## config.mk

```make
export PLATFORM = sky130hd
export DESIGN_NAME = control_pipe
export DESIGN_NICKNAME = d
export VERILOG_FILES = /design/src/rtl/control_pipe.sv
export SDC_FILE = /design/constraint.sdc
export NUM_CORES = 1
export LEC_CHECK = 0
export CAP_MARGIN = 20
export CELL_PAD_IN_SITES_DETAIL_PLACEMENT = 1
export CELL_PAD_IN_SITES_GLOBAL_PLACEMENT = 1
export CORE_MARGIN = 2
export CORE_UTILIZATION = 30
export CTS_BUF_LIST = sky130_fd_sc_hd__clkbuf_4 sky130_fd_sc_hd__clkbuf_8 sky130_fd_sc_hd__clkbuf_16
export DETAILED_ROUTE_END_ITERATION = 6
export GPL_TIMING_DRIVEN = 0
export PLACE_DENSITY_LB_ADDON = 0.15
export SLEW_MARGIN = 5
export SYNTH_ARGS = -nofsm -noshare
export SYNTH_HDL_FRONTEND = slang
export SYNTH_SLANG_ARGS = --single-unit
```

## constraint.sdc

```tcl
create_clock -name c_clk -period 2.5 [get_ports c_clk]
set_clock_uncertainty 0.2 [all_clocks]
set_input_delay 0.5 -clock c_clk [delete_from_list [all_inputs] [get_ports c_clk]]
set_output_delay 0.5 -clock c_clk [all_outputs]
set_load 0.05 [all_outputs]
```

## src/rtl/control_pipe.sv

```systemverilog
// control_pipe: pipelined MIPS main control with load-use stall, flush and ID/EX->EX/MEM->MEM/WB control carry
module control_pipe #(
  parameter int AWIDTH   = 5,
  parameter int OP_WIDTH = 6,
  parameter int ALUOP_W  = 4
) (
  input  logic                c_clk,
  input  logic                c_rst,
  input  logic                c_i_ce,
  input  logic                c_i_valid,
  input  logic [OP_WIDTH-1:0] c_i_opcode,
  input  logic [OP_WIDTH-1:0] c_i_funct,
  input  logic [AWIDTH-1:0]   c_i_rs,
  input  logic [AWIDTH-1:0]   c_i_rt,
  input  logic [AWIDTH-1:0]   c_i_rd,
  input  logic                c_i_flush,
  output logic                c_o_stall,
  output logic                c_o_RegDst,
  output logic                c_o_ALUSrc,
  output logic [ALUOP_W-1:0]  c_o_alu_op,
  output logic                c_o_branch,
  output logic                c_o_jump,
  output logic                c_o_illegal,
  output logic                c_o_MemRead,
  output logic                c_o_MemWrite,
  output logic                c_o_RegWrite,
  output logic                c_o_MemtoReg,
  output logic [AWIDTH-1:0]   c_o_wb_addr
);
  localparam logic [OP_WIDTH-1:0] op_r    = OP_WIDTH'(6'b000000);
  localparam logic [OP_WIDTH-1:0] op_lw   = OP_WIDTH'(6'b100011);
  localparam logic [OP_WIDTH-1:0] op_sw   = OP_WIDTH'(6'b101011);
  localparam logic [OP_WIDTH-1:0] op_beq  = OP_WIDTH'(6'b000100);
  localparam logic [OP_WIDTH-1:0] op_addi = OP_WIDTH'(6'b001000);
  localparam logic [OP_WIDTH-1:0] op_j    = OP_WIDTH'(6'b000010);
  localparam logic [OP_WIDTH-1:0] fn_add  = OP_WIDTH'(6'b100000);
  localparam logic [OP_WIDTH-1:0] fn_sub  = OP_WIDTH'(6'b100010);
  localparam logic [OP_WIDTH-1:0] fn_and  = OP_WIDTH'(6'b100100);
  localparam logic [OP_WIDTH-1:0] fn_or   = OP_WIDTH'(6'b100101);
  localparam logic [OP_WIDTH-1:0] fn_slt  = OP_WIDTH'(6'b101010);
  localparam logic [ALUOP_W-1:0]  alu_add = ALUOP_W'(4'b0000);
  localparam logic [ALUOP_W-1:0]  alu_sub = ALUOP_W'(4'b0001);
  localparam logic [ALUOP_W-1:0]  alu_and = ALUOP_W'(4'b0010);
  localparam logic [ALUOP_W-1:0]  alu_or  = ALUOP_W'(4'b0011);
  localparam logic [ALUOP_W-1:0]  alu_slt = ALUOP_W'(4'b0100);
  localparam logic [ALUOP_W-1:0]  alu_nop = ALUOP_W'(4'b1111);
  typedef struct packed {
    logic               reg_dst;
    logic               alu_src;
    logic [ALUOP_W-1:0] alu_op;
    logic               branch;
    logic               jump;
    logic               illegal;
    logic               mem_read;
    logic               mem_write;
    logic               reg_write;
    logic               mem_to_reg;
    logic [AWIDTH-1:0]  dest;
  } idex_t;
  typedef struct packed {
    logic              mem_read;
    logic              mem_write;
    logic              reg_write;
    logic              mem_to_reg;
    logic [AWIDTH-1:0] dest;
  } exmem_t;
  typedef struct packed {
    logic              reg_write;
    logic              mem_to_reg;
    logic [AWIDTH-1:0] dest;
  } memwb_t;
  idex_t  dec, idex_d, idex_q;
  exmem_t exmem_d, exmem_q;
  memwb_t memwb_d, memwb_q;
  logic   bad, uses_rt, stall;
  always_comb begin
    dec = '0;
    bad = 1'b0;
    uses_rt = 1'b0;
    case (c_i_opcode)
      op_r: begin
        dec.reg_dst = 1'b1;
        dec.reg_write = 1'b1;
        uses_rt = 1'b1;
        case (c_i_funct)
          fn_add:  dec.alu_op = alu_add;
          fn_sub:  dec.alu_op = alu_sub;
          fn_and:  dec.alu_op = alu_and;
          fn_or:   dec.alu_op = alu_or;
          fn_slt:  dec.alu_op = alu_slt;
          default: bad = 1'b1;
        endcase
      end
      op_lw: begin
        dec.alu_src = 1'b1;
        dec.mem_read = 1'b1;
        dec.reg_write = 1'b1;
        dec.mem_to_reg = 1'b1;
      end
      op_sw: begin
        dec.alu_src = 1'b1;
        dec.mem_write = 1'b1;
        uses_rt = 1'b1;
      end
      op_beq: begin
        dec.branch = 1'b1;
        dec.alu_op = alu_sub;
        uses_rt = 1'b1;
      end
      op_addi: begin
        dec.alu_src = 1'b1;
        dec.reg_write = 1'b1;
      end
      op_j:    dec.jump = 1'b1;
      default: bad = 1'b1;
    endcase
    if (bad) begin
      dec = '0;
      dec.illegal = 1'b1;
      dec.alu_op = alu_nop;
    end
    dec.dest = dec.reg_dst ? c_i_rd : c_i_rt;
    stall = c_i_ce & ~c_i_flush & c_i_valid & idex_q.mem_read & (|idex_q.dest) &
            (idex_q.dest == c_i_rs | (idex_q.dest == c_i_rt & uses_rt));
    idex_d = !c_i_ce ? idex_q : (c_i_flush | stall | !c_i_valid) ? '0 : dec;
    exmem_d = !c_i_ce ? exmem_q :
              {idex_q.mem_read, idex_q.mem_write, idex_q.reg_write, idex_q.mem_to_reg, idex_q.dest};
    memwb_d = !c_i_ce ? memwb_q : {exmem_q.reg_write, exmem_q.mem_to_reg, exmem_q.dest};
  end
  always_ff @(posedge c_clk) begin
    if (c_rst) begin
      idex_q <= '0;
      exmem_q <= '0;
      memwb_q <= '0;
    end else begin
      idex_q <= idex_d;
      exmem_q <= exmem_d;
      memwb_q <= memwb_d;
    end
  end
  assign c_o_stall    = stall;
  assign c_o_RegDst   = idex_q.reg_dst;
  assign c_o_ALUSrc   = idex_q.alu_src;
  assign c_o_alu_op   = idex_q.alu_op;
  assign c_o_branch   = idex_q.branch;
  assign c_o_jump     = idex_q.jump;
  assign c_o_illegal  = idex_q.illegal;
  assign c_o_MemRead  = exmem_q.mem_read;
  assign c_o_MemWrite = exmem_q.mem_write;
  assign c_o_RegWrite = memwb_q.reg_write;
  assign c_o_MemtoReg = memwb_q.mem_to_reg;
  assign c_o_wb_addr  = memwb_q.dest;
endmodule

```

# --- Word level (Yosys, flattened, before mapping) ---
# Cells that the tools add are included.
op_classes:
  eq_ne: 12
  n_mux: 15
  bitwise: 10
  reduce_logical: 8
ops:
  columns: ["op", "n"]
  rows:
  - ["6-bit == test (second input constant)", 7]
  - ["18-bit 2-to-1 mux", 2]
  - ["5-bit OR reduction", 3]
  - ["3-bit one-hot mux with 4 select lines", 1]
  - ["5-bit == test", 2]
  - ["1-bit 2-to-1 mux", 9]
  - ["3-bit OR reduction", 3]
  - ["4-bit one-hot mux with 2 select lines", 1]
  - ["1-bit bitwise AND", 6]
  - ["6-bit by 2-bit == test with 1-bit output (second input constant)", 1]
  - ["6-bit by 3-bit == test with 1-bit output (second input constant)", 1]
  - ["6-bit by 4-bit == test with 1-bit output (second input constant)", 1]
  - ["6-bit zero test", 1]
  - ["5-bit 2-to-1 mux", 1]
  - ["1-bit bitwise OR", 3]
  - ["1-bit one-hot mux with 2 select lines", 1]
  - ["1-bit zero test", 1]
  - ["1-bit NOT", 1]
totals:
  reg_bits: 34
  in_bits: 32
  out_inout_bits: 19
  word_cells: 64

# --- Depth between registers and ports, before layout ---
# Gate-level depths: netlist (run 1).
logic_depth:
  depth_word: 9
  depth_mapped: 8
  depth_no_buf: 6

# --- Least setup slack after synthesis (run 1) ---
# No wires, ideal clock.
synth_timing:
  path_type: "input port to output port"
  start: "input c_i_ce"
  end: "output c_o_stall"
  arrival_ps: 1696
  t_required_ps: 1800
  path_slack_ps: 104
  cell_stages: 7
  n_path_buf: 2
  path_cell_list: "buf_6 > nand3b_2 > a211o_1 > nor4b_2 > nor2_2 > inv_4 > buf_8"
synth_via:
  elab_chain_len: 5
synth_rtl:
  columns: ["element", "line", "text"]
  rows:
  - ["start: declaration", "9", "input logic c_i_ce,"]
  - ["1-bit bitwise AND (5 in series)", "123", "stall = c_i_ce & ~c_i_flush & c_i_valid & idex_q.mem_read & (|idex_q.dest) &"]
  - ["end: declaration", "17", "output logic c_o_stall,"]
# No other way between the ends.

# --- Worst setup path in the final report (run 1) ---
layout_timing:
  start: "input c_i_flush"
  end: "output c_o_stall"
layout_via:
  elab_chain_len: 6
layout_rtl:
  columns: ["element", "line", "text"]
  rows:
  - ["start: declaration", "16", "input logic c_i_flush,"]
  - ["1-bit NOT", "123", null]
  - ["1-bit bitwise AND (5 in series)", "123", null]
# No other way between the ends.

==> results of run 1 <==
-- metal layers --
metal / share of wire (%) / vias up / routed length, µm / track usage, %
met5: 0 / - / 0 / 0
met4: 0.80 / 0 / 38 / 4.21
met3: 3.4 / 5 / 160 / 3.49
met2: 52 / 30 / 2510 / 28.3
met1: 43 / 712 / 2070 / 20.7
li1: - / 732 / - / -
-- worst min-delay path: stages (launching register included) --
cell and delay, ps:
dfxtp_1 310, nand2_1 50, o21ai_1 50
-- how the worst min path moves through the flow --
stage               start  cells past startpoint    endpoint
2_1_floorplan   idex_q[7]                      2   idex_q[7]
3_3_place_gp   c_o_ALUSrc                      2  c_o_ALUSrc
3_5_place_dp    idex_q[7]                      2   idex_q[7]
4_1_cts         idex_q[7]                      2   idex_q[7]
5_1_grt        c_o_branch                      2  c_o_branch
6_report        idex_q[7]                      2   idex_q[7]
-- stage by stage --
stage                     std cells  cell area, µm²  TNS [ps]  total power [mW]
after floorplan                 170            1640         0             0.599
after global placement          287            2200     -3480             0.672
after detailed placement        287            2200     -4360             0.679
after CTS                       300            2370         0              1.07
after global routing            306            2440     -17.3              1.11
final                           306            2440         0              1.06
-- cells by family (layout without fill, tap and decap cells) --
kind of cell | after synthesis | count (layout) | synth area share, %
muxes | 21 | 21 | 12.9
xor gates and xnor gates | 10 | 10 | 5.33
and+or+nand+nor | 63 | 63 | 22.6
DFF | 31 | 31 | 37.8
buffers and inverters | 17 | 83 | 6.55
AOI/OAI and AO/OA | 27 | 27 | 14.2
adders and majority gates | 1 | 1 | 0.685
-- flip-flops by register name (all words and copies together), names as in the netlist --
name and count:
c_o_ALUSrc 1, c_o_MemRead 1, c_o_MemWrite 1, c_o_MemtoReg 1, c_o_RegDst 1, c_o_RegWrite 1, c_o_alu_op 4, c_o_branch 1
c_o_jump 1, c_o_wb_addr 5, exmem_q 6, idex_q 8
-- layout make-up --
type / count / area (µm²) / area share (%)
Timing Repair Buffer: 60 / 551 / 22.6
Clock inverter: 1 / 5.00 / 0.205
Sequential cell: 31 / 639 / 26.2
Tap cell: 70 / 87.6 / 3.60
Clock buffer: 6 / 82.6 / 3.39
Multi-Input combinational cell: 122 / 978 / 40.2
Buffer: 11 / 71.3 / 2.93
Inverter: 5 / 21.3 / 0.873
-- cell usage after synthesis (2+ instances only) --
cell | n | share of area, %
o31ai_2 | 6 | 4.6
clkbuf_1 | 3 | 0.69
o21ai_1 | 6 | 1.8
xnor2_1 | 7 | 3.7
inv_1 | 4 | 0.91
buf_4 | 4 | 1.8
nor2_1 | 21 | 4.8
nand4b_1 | 2 | 1.1
buf_6 | 2 | 1.4
nor2b_1 | 2 | 0.76
nor3_1 | 2 | 0.61
nand3_1 | 3 | 0.91
xor2_1 | 3 | 1.6
buf_1 | 2 | 0.46
o31ai_1 | 2 | 0.91
mux2i_1 | 20 | 12
nand2_1 | 17 | 3.9
a21o_1 | 2 | 0.91
dfxtp_1 | 31 | 38
a32o_1 | 2 | 1.2
-- what timing repair did --
item | 4_1_cts | 5_1_grt
resized for setup | 56 | 10
hold endpoints to repair | 0 | 0
setup endpoints to repair | 1 | 2
setup buffers | 6 | 7
pin swaps | 14 | 4
-- report_power, final --
part	internal, mW	total, mW	switching [mW]
Combinational	0.0816	0.167	0.0850
Sequential	0.496	0.502	0.00534
Clock	0.216	0.394	0.179
Total	0.793	1.06	0.269
==> impl_metrics.csv, run 1 <==
group,metric,value,unit
cells_and_area,diodes,0,
cts,tritoncts,"built",
worst_setup_path,crit_cells,7,
placement,place.gp.congestion,0.760,
timing,fmax,410,MHz
synth,async_flop_share,0,%
cts,ctsHoldBuffers,0,
worst_setup_path,r2r_start,"idex_q[4]",
worst_setup_path,crit_fanout,3,
worst_setup_path,crit_buf_inv,3,
cts,cts.clk_slew.worst_paths,60,ps
synth,ys_seq_elements,31,
worst_setup_path,path_delay_family,"simple AND/OR/NAND/NOR gates",
drt,wl_per_cell,15.6,µm
worst_setup_path,critPathCaptureType,"primary output",
timing,fin_crit_sh,97.7,%
grt,grt_pass1_vias,1531,
grt,overflow,0,
cts,clk_latency,280,ps
timing,worst_slack,58.1,ps
status,status,"finished, final reports clean",
die,fp.dieW,78,µm
cts,cts_root_buffer,"clkbuf_8",
worst_setup_path,reg2regPathDepth,7,
cells_and_area,nNetsFinal,268,
cells_and_area,final_cell_mix,"clkdlybuf4s50_1 (30), dfxtp_1 (26), nor2_1 (21), mux2i_1 (20), nand2_1 (17)",
synth,syn_nets,202,
placement,port-buffer-count,47,
placement,dp_slack,-1330,ps
cells_and_area,final_common_cell,"clkdlybuf4s50_1",
drt,routed_via_density,4.83,
die,die_h,78,µm
die,io_pins,51,
synth,synth.distinct_cells,49,
synth,synth_area_per_cell,9.66,µm²
timing,post-route-min-period,2440,ps
grt,grt_max_degree,11,
timing,hold_ws,247,ps
worst_setup_path,cp.required,1800,ps
power,ir_drop,0.275,mV
worst_setup_path,r2r_end,"c_o_alu_op[1]",
worst_setup_path,cp_cell_sequence,"clkbuf_2 > nand3b_4 > a211o_4 > nor4b_4 > nor2_4 > inv_4 > buf_8",
timing,max_slew_margin,52.1,%
worst_setup_path,slowest_stage,"nor4b_4",
timing,rsz0062_at_grt,"yes",
timing,worst_slew_pin_slew,719,ps
worst_setup_path,cp-startpoint,"c_i_flush",
worst_hold_path,hold_class,"reg -> reg",
worst_setup_path,r2r_slack,480,ps
synth,synth-seq-area-share,37.8,%
cts,cts_made_buffers,5,
synth,postSynthCellCount,170,
power,power_per_cell_area,436,nW/µm²
drt,drt-total-wl,4770,µm
synth,yosysWarningCount,0,
placement,hpwl,3540,µm
die,core_area,5200,µm²
die,rows,26,
drt,num_vias,1479,
cts,cts.sinks,31,
timing,setup_violations,0,
drt,drcViolationCount,0,
worst_setup_path,critPathLaunchType,"input pin",
synth,synthFlopType,"dfxtp_1",
worst_setup_path,crit_type,"in -> out",
synth,synth-edff-count,0,
cells_and_area,drive_gt1_share,27.1,%
die,dieArea,6080,µm²
cells_and_area,area_delta_synth_final,48.3,%
cells_and_area,fillerInstances,592,
synth,synth_area,1640,µm²
cells_and_area,final_core_util,46.8,%
drt,dr.pass1.iters,2,
timing,hold_viol,0,
worst_setup_path,max_stage_delay,350,ps
timing,final-max-slew-violation-count,0,
die,start_util,31.6,%
worst_setup_path,arrival,1740,ps
drt,antenna_left,0,
grt,antenna_found_initial,0,
job,maxCapViolCount,0,
grt,grt.total_usage,16.4,%
grt,grt_pass1_wl,7780,µm
cts,htree_levels,2,
cts,clockBufferDepth,2,
power,p_leak,0.957,nW
drt,drt_iter0_drc,33,
worst_setup_path,endpoint,"c_o_stall",
(Power assumes the default switching activity.)
==> run 2: changes to the inputs <==
- TNS_END_PERCENT: unset -> 10
==> results of run 2 <==
Same layout as run 1: the final DEF is identical, and so are final timing and power.
==> run 3: changes to the inputs <==
- SLEW_MARGIN: 5 -> 20
==> results of run 3 <==
Same layout as run 1: the final DEF is identical, and so are final timing and power.
